[src/rtl/coef_loader.sv]
// Host byte-stream loader for the L/R coefficient RAM: parses write and read-back bursts
// from a valid/ready byte link and drives the RAM rw ports.
module coef_loader #(
    parameter int unsigned ADDR_W  = 14,
    parameter int unsigned DATA_W  = 36,
    parameter int unsigned NBYTES  = 5,
    parameter int unsigned TIMEOUT = 50000
) (
    input  logic              i_clk,
    input  logic              i_rst_n,
    input  logic [7:0]        i_rx_data,
    input  logic              i_rx_valid,
    output logic              o_rx_ready,
    output logic [7:0]        o_tx_data,
    output logic              o_tx_valid,
    input  logic              i_tx_ready,
    output logic [ADDR_W-1:0] o_addrLrw,
    output logic [ADDR_W-1:0] o_addrRrw,
    output logic [DATA_W-1:0] o_datainLrw,
    output logic [DATA_W-1:0] o_datainRrw,
    output logic              o_weL,
    output logic              o_weR,
    input  logic [DATA_W-1:0] i_dataoutLrw,
    input  logic [DATA_W-1:0] i_dataoutRrw,
    output logic              o_busy,
    output logic              o_done,
    output logic              o_err
);

    localparam int unsigned SW = NBYTES * 8;
    localparam int unsigned TW = (TIMEOUT > 1) ? $clog2(TIMEOUT + 1) : 1;
    localparam int unsigned BW = (NBYTES > 1) ? $clog2(NBYTES) : 1;

    typedef enum logic [3:0] {
        StIdle, StHdrAh, StHdrAl, StHdrN, StWrBytes, StWrPulse,
        StRdWait, StRdCap, StRdSend, StDone
    } state_t;

    state_t            r_state;
    state_t            w_state_next;
    logic              r_rd;
    logic              r_ch;
    logic              r_err;
    logic [ADDR_W-1:0] r_addr;
    logic [7:0]        r_count;
    logic [SW-1:0]     r_shift;
    logic [BW-1:0]     r_bcnt;
    logic [TW-1:0]     r_tmo;

    logic w_rx_hs;
    logic w_tx_hs;
    logic w_last_byte;
    logic w_tmo_zone;
    logic w_tmo_hit;

    assign w_rx_hs     = i_rx_valid & o_rx_ready;
    assign w_tx_hs     = o_tx_valid & i_tx_ready;
    assign w_last_byte = (r_bcnt == BW'(NBYTES - 1));
    assign w_tmo_zone  = (r_state == StHdrAh) || (r_state == StHdrAl) ||
                         (r_state == StHdrN)  || (r_state == StWrBytes);
    // Fires on the TIMEOUT-th consecutive idle cycle inside a command.
    assign w_tmo_hit   = (TIMEOUT != 0) && w_tmo_zone && !w_rx_hs &&
                         (r_tmo == TW'(TIMEOUT - 1));

    assign o_addrLrw   = r_addr;
    assign o_addrRrw   = r_addr;
    assign o_datainLrw = r_shift[DATA_W-1:0];
    assign o_datainRrw = r_shift[DATA_W-1:0];
    assign o_err       = r_err;

    always_ff @(posedge i_clk or negedge i_rst_n) begin
        if (!i_rst_n) begin
            r_state <= StIdle;
        end else begin
            r_state <= w_state_next;
        end
    end

    always_comb begin
        w_state_next = r_state;
        o_rx_ready   = 1'b0;
        o_tx_valid   = 1'b0;
        o_tx_data    = 8'h00;
        o_weL        = 1'b0;
        o_weR        = 1'b0;
        o_busy       = 1'b1;
        o_done       = 1'b0;
        case (r_state)
            StIdle: begin
                o_rx_ready = 1'b1;
                o_busy     = 1'b0;
                if (w_rx_hs && (i_rx_data[5:0] == 6'd0)) w_state_next = StHdrAh;
            end
            StHdrAh: begin
                o_rx_ready = 1'b1;
                if (w_rx_hs)        w_state_next = StHdrAl;
                else if (w_tmo_hit) w_state_next = StIdle;
            end
            StHdrAl: begin
                o_rx_ready = 1'b1;
                if (w_rx_hs)        w_state_next = StHdrN;
                else if (w_tmo_hit) w_state_next = StIdle;
            end
            StHdrN: begin
                o_rx_ready = 1'b1;
                if (w_rx_hs)        w_state_next = r_rd ? StRdWait : StWrBytes;
                else if (w_tmo_hit) w_state_next = StIdle;
            end
            StWrBytes: begin
                o_rx_ready = 1'b1;
                if (w_rx_hs && w_last_byte) w_state_next = StWrPulse;
                else if (w_tmo_hit)         w_state_next = StIdle;
            end
            StWrPulse: begin
                o_weL        = ~r_ch;
                o_weR        = r_ch;
                w_state_next = (r_count == 8'd0) ? StDone : StWrBytes;
            end
            StRdWait: w_state_next = StRdCap;
            StRdCap:  w_state_next = StRdSend;
            StRdSend: begin
                o_tx_valid = 1'b1;
                o_tx_data  = r_shift[SW-1 -: 8];
                if (w_tx_hs && w_last_byte) begin
                    w_state_next = (r_count == 8'd0) ? StDone : StRdWait;
                end
            end
            StDone: begin
                o_done       = 1'b1;
                w_state_next = StIdle;
            end
            default: w_state_next = StIdle;
        endcase
    end

    always_ff @(posedge i_clk or negedge i_rst_n) begin
        if (!i_rst_n) begin
            r_rd    <= 1'b0;
            r_ch    <= 1'b0;
            r_err   <= 1'b0;
            r_addr  <= '0;
            r_count <= '0;
            r_shift <= '0;
            r_bcnt  <= '0;
            r_tmo   <= '0;
        end else begin
            r_err <= w_tmo_hit;
            case (r_state)
                StIdle: begin
                    if (w_rx_hs) begin
                        r_rd  <= i_rx_data[7];
                        r_ch  <= i_rx_data[6];
                        r_err <= (i_rx_data[5:0] != 6'd0);
                    end
                end
                StHdrAh: if (w_rx_hs) r_addr[ADDR_W-1:8] <= i_rx_data[ADDR_W-9:0];
                StHdrAl: if (w_rx_hs) r_addr[7:0] <= i_rx_data;
                StHdrN: begin
                    if (w_rx_hs) begin
                        r_count <= i_rx_data;
                        r_bcnt  <= '0;
                    end
                end
                StWrBytes: begin
                    if (w_rx_hs) begin
                        r_shift <= {r_shift[SW-9:0], i_rx_data};
                        r_bcnt  <= w_last_byte ? '0 : r_bcnt + BW'(1);
                    end
                end
                StWrPulse: begin
                    r_addr  <= r_addr + ADDR_W'(1);
                    r_count <= r_count - 8'd1;
                end
                StRdCap: begin
                    r_shift <= {{(SW - DATA_W){1'b0}}, (r_ch ? i_dataoutRrw : i_dataoutLrw)};
                    r_bcnt  <= '0;
                end
                StRdSend: begin
                    if (w_tx_hs) begin
                        r_shift <= {r_shift[SW-9:0], 8'h00};
                        r_bcnt  <= w_last_byte ? '0 : r_bcnt + BW'(1);
                        if (w_last_byte) begin
                            r_addr  <= r_addr + ADDR_W'(1);
                            r_count <= r_count - 8'd1;
                        end
                    end
                end
                default: ;
            endcase
            if (!w_tmo_zone || w_rx_hs) r_tmo <= '0;
            else                        r_tmo <= r_tmo + TW'(1);
        end
    end

endmodule

[config.mk]
export PLATFORM = sky130hd
export DESIGN_NAME = coef_loader
export DESIGN_NICKNAME = d
export VERILOG_FILES = /design/src/rtl/coef_loader.sv
export SDC_FILE = /design/constraint.sdc
export NUM_CORES = 1
export LEC_CHECK = 0
export CORE_MARGIN = 2
export CORE_UTILIZATION = 35
export DETAILED_ROUTE_END_ITERATION = 7
export SKIP_LAST_GASP = 1
export SLEW_MARGIN = 20
export SYNTH_ARGS = -nofsm -noshare
export SYNTH_HDL_FRONTEND = slang
export SYNTH_SLANG_ARGS = --single-unit
[constraint.sdc]
create_clock -name i_clk -period 2.4 [get_ports i_clk]
set_input_delay 0.48 -clock i_clk [delete_from_list [all_inputs] [get_ports i_clk]]
set_output_delay 0.48 -clock i_clk [all_outputs]
set_load 0.01 [all_outputs]
---- After elaboration in Yosys (flattened, before gate mapping) ----
Cells that the tools add are included.
storage, ports and cells
  register bits ........................... 88
  input port bits ......................... 84
  output and inout bits ................... 115
  word-level logic and storage cells ...... 103
cells by class
  $add $sub $neg .......................... 4
  equal/unequal tests ..................... 19
  multiplexer cells ....................... 39
  bitwise gates (word level) .............. 3
  reductions and logical operators ........ 28
operators by type and width
  cell                   number
  $pmux 40 s3            1
  $mux 40                2
  $pmux 8 s3             2
  $mux 36                1
  $mux 4                 9
  $pmux 4 s9             1
  $mux 8                 4
  $mux 14                2
  $pmux 6 s3             1
  $add 16x1->16 const B  1
  $eq 16x16->1 const B   1
  $eq 4x3->1 const B     4
  $mux 16                1
  $ne 2x2->1 const B     8
  $reduce_and 4->1       4
  $add 14x1->14 const B  1
  $mux 3                 4
  $pmux 3 s4             1
  $reduce_bool 3->1      4
  $eq 4x2->1 const B     2
  $eq 4x4->1 const B     2
  $logic_not 8->1        1
  $mux 1                 8
  $sub 8x1->8 const B    1
  other kinds (17)       27

---- Logic depth before layout (Yosys ltp) ----
  word-level depth ........................ 10
  mapped depth ............................ 7
  gate-level depth less buffers ........... 6

---- Worst setup path after synthesis ----
OpenSTA, ideal clock, no wires.
  path kind ............................... reg-to-output
  start ................................... reg r_state[1]
  end ..................................... out o_tx_data[0]
  arrival ................................. 1.646 ns
  data required time ...................... 1.920 ns
  path slack .............................. 0.274 ns
  stages on the path, launching flop included .. 7
  path buffers ............................ 3
  cells stage by stage .................... dfrtp_1 > or4b_1 > clkbuf_1 > inv_1 > buf_2 > buf_2 > and2_1
between the ends
  longest elaborated chain between the ends .. 2
ends and longest elaborated chain
  what                    RTL line  text
  from (decl)             39        state_t r_state;
  from (signal assigned)  73        r_state <= StIdle;
  from (signal assigned)  75        r_state <= w_state_next;
  $eq 4x4->1              88        case (r_state)
  $mux 8                  88
  to (decl)               14        output logic [7:0] o_tx_data,
No other way between the ends.

---- Worst setup path in the final report ----
  start ................................... reg r_state[1]
  end ..................................... out o_weL
between the ends
  longest elaborated chain between the ends .. 2
ends and longest elaborated chain
  what        RTL line  text
  $eq 4x3->1  88
  $mux 1      88
  to (decl)   21        output logic o_weL,
No other way between the ends.

==> results.yml <==
yosys:
  yosys.area_share.simple: 0.176
  synth_ff_type: "dfrtp_1"
  synth_top_family_by_area: "simple AND/OR/NAND/NOR gates"
  yosys_warnings: 0
  synthTopCellsByCount: "dfrtp_1 (88), buf_4 (86), o21ai_0 (47)"
  yosys.cell_types.count: 63
  synth_top_area_share: 0.362
  synth.ff_latch_count: 88
  syn_area_um2: 6080
  synthAdderAreaFrac: 0.0124
  synth-compound-area-share: 0.159
  yosysMostFrequentCell: "dfrtp_1"
  netlist_instances: 660
  syn_nets: 750
  synthXorXnorAreaFrac: 0.0159
  synth_edf_count: 0
  synth.mux.area_fraction: 0.132
  async_reset_ff_frac: 1.00
  seq_area_frac_synth: 0.362
  syn_avg_cell_area_um2: 9.21
  yosysTopAreaCell: "dfrtp_1"
  synth.area.top_cells: "dfrtp_1 (36%), buf_4 (11%), mux2_2 (7.0%)"
sta:
  setup_tns_ns: -0.0177
  layout_min_cycle_time_ns: 2.42
  skew_ns: 0.00740
  tightest_slew_ns: 0.622
  hold_ws_ns: 0.0880
  fin_crit_sh: 1.01
  grt_setup_unrepaired: "true"
  slew_headroom: 0.585
  setup_violations: 1
  hold_viol: 0
  fmax_mhz: 414
  slew_violations: 0
  layout_setup_ws_ns: -0.0177
clocking:
  numCtsBuffers: 9
  clockBufferDepth: 2
  cts.sinks: 88
  htree_levels: 3
  post_cts_buffers: 0
  cts_tree: "done"
  cts_hold_buf: 0
  clkLatencyLatePin_ns: 0.34
  cts_root_buf: "clkbuf_16"
  clk_pin_slew_ns: 0.06
die:
  die-width_um: 136
  die-area_um2: 18400
  die_h_um: 136
  start_util: 0.355
  ios: 199
  placementRows: 48
  coreArea_um2: 17100
worst_setup_path:
  crit_type: "reg -> out"
  cp.required_ns: 1.92
  crit_path_top_delay_cell: "clkdlybuf4s50_1"
  crit_path_end_kind: "output port"
  slowest_delay_ns: 0.58
  r2r_slack_ns: 0.07
  critPathLaunchType: "flop"
  crit_chain: "buf_4 > nand4bb_4 > nor2_1 > clkdlybuf4s50_1"
  crit_buf_inv: 2
  path_max_fanout: 23
  critical_path.top_delay_family: "buffers and inverters"
  crit_arrival_ns: 1.94
  startpoint: "r_state[1]$_DFFE_PN0P_"
  worstReg2RegStart: "r_state[2]$_DFFE_PN0P_"
finish:
  post-route-util: 0.478
  antenna_cells: 0
  nFillCells: 1650
  syn2layout_area_growth_pct: 34.7
  fin_nets: 867
  drive_above_1_share: 0.141
  final_cell_area_um2: 8190
placement:
  place_area_um2: 7830
  gp_congestion: 0.953
  io_buffers: 198
  hpwl_mm: 13.5
global_route:
  track_usage: 0.192
  grt_pass1_wl_mm: 27.9
  grt_max_degree: 77
  grt_overflow_total: 0
  antenna_found_initial: 0
  grt_pass1_vias: 5178
run_status:
  status: "complete, but fails checks"
  failed_checks: "negative setup slack"
routing:
  routed_wl_mm: 18.2
  wl_per_cell_um: 18.0
  postRouteAntennaNets: 0
  detail_route.first_pass.iterations: 5
  drc: 0
  drt_iter0_markers: 430
  via_per_inst: 5.39
  vias: 5424
pwr:
  vdd_ir_drop_max_v: 0.000403
  leakage_nw: 3.45
  powerDensity_nw_per_um2: 601
  p_total_mw: 4.92
hold_path:
  hold_path_class: "in -> async"
flow_run:
  max_cap_violations: 0
## per-stage QoR
step / setup WS [ns] / cells
6_report: -0.0177 / 1007
5_1_grt: -0.0871 / 1007
4_1_cts: -0.115 / 1007
3_5_place_dp: -0.0143 / 991
3_3_place_gp: 0.00107 / 991
2_1_floorplan: 0.274 / 660
## cell type report
class                      instances  area, µm²  area share
clock buffer                      10        239      0.0292
multi-input combinational        432       3040       0.372
inverter                          14       57.6     0.00703
sequential                        88       2200       0.269
clock inverter                     6       82.6      0.0101
tap                              225        282      0.0344
timing repair buffer             232       2280       0.278
## what timing repair did
action / CTS / global route
gates resized for setup: 17 / 6
hold endpoints to repair: 0 / 0
setup endpoints to repair: 14 / 9
gates cloned: 0 / 0
## cells in the final DEF (no fill, tap or decap), drive strengths merged, types with 11 or more instances in the layout
cell           instances
nand4                 11
inv                   13
nand2                 44
and2                  17
mux2                  39
clkdlybuf4s50        184
dlygate4sd2           11
a21oi                 14
nor2                  23
nor3                  21
dfrtp                 88
nand3                 37
mux2i                 36
o21ai                 47
buf                   35
o22a                  13
## report_power, final
group | internal [mW] | total [mW] | switching [mW]
combinational | 0.858 | 1.56 | 0.700
sequential | 1.62 | 1.83 | 0.211
clock | 0.935 | 1.53 | 0.599
## layer usage
metal  GRT usage  wire length, µm
met3      0.0419             1280
met2       0.331             8980
met1       0.246             7670
met4      0.0463              222
met5           0                0
## flip-flops by register name, summed over array words and instances, names as in the netlist
register	cells
r_ch	1
r_rd	1
r_bcnt	3
o_err	1
r_state	4
o_addrLrw	14
r_tmo	16
r_count	8
r_shift	40
## logic make-up after synthesis
logic type / Yosys count
muxes: 75
xor gates and xnor gates: 11
AOI/OAI and AO/OA: 142
buffers and inverters: 140
DFF: 88
adders and majority gates: 6
and+or+nand+nor: 198
## worst paths after layout
path	endpoint	cells after the start
min in group i_clk	r_shift[36]$_DFFE_PN0P_	1
worst max register to register	r_count[6]$_DFFE_PN0P_	6
worst max-delay path	o_weL	4
worst min-delay path	r_shift[9]$_DFFE_PN0P_	1
max in group asynchronous	r_shift[8]$_DFFE_PN0P_	2
worst min register to register	r_shift[36]$_DFFE_PN0P_	1
No activity file was read; power rests on OpenSTA's default activity.
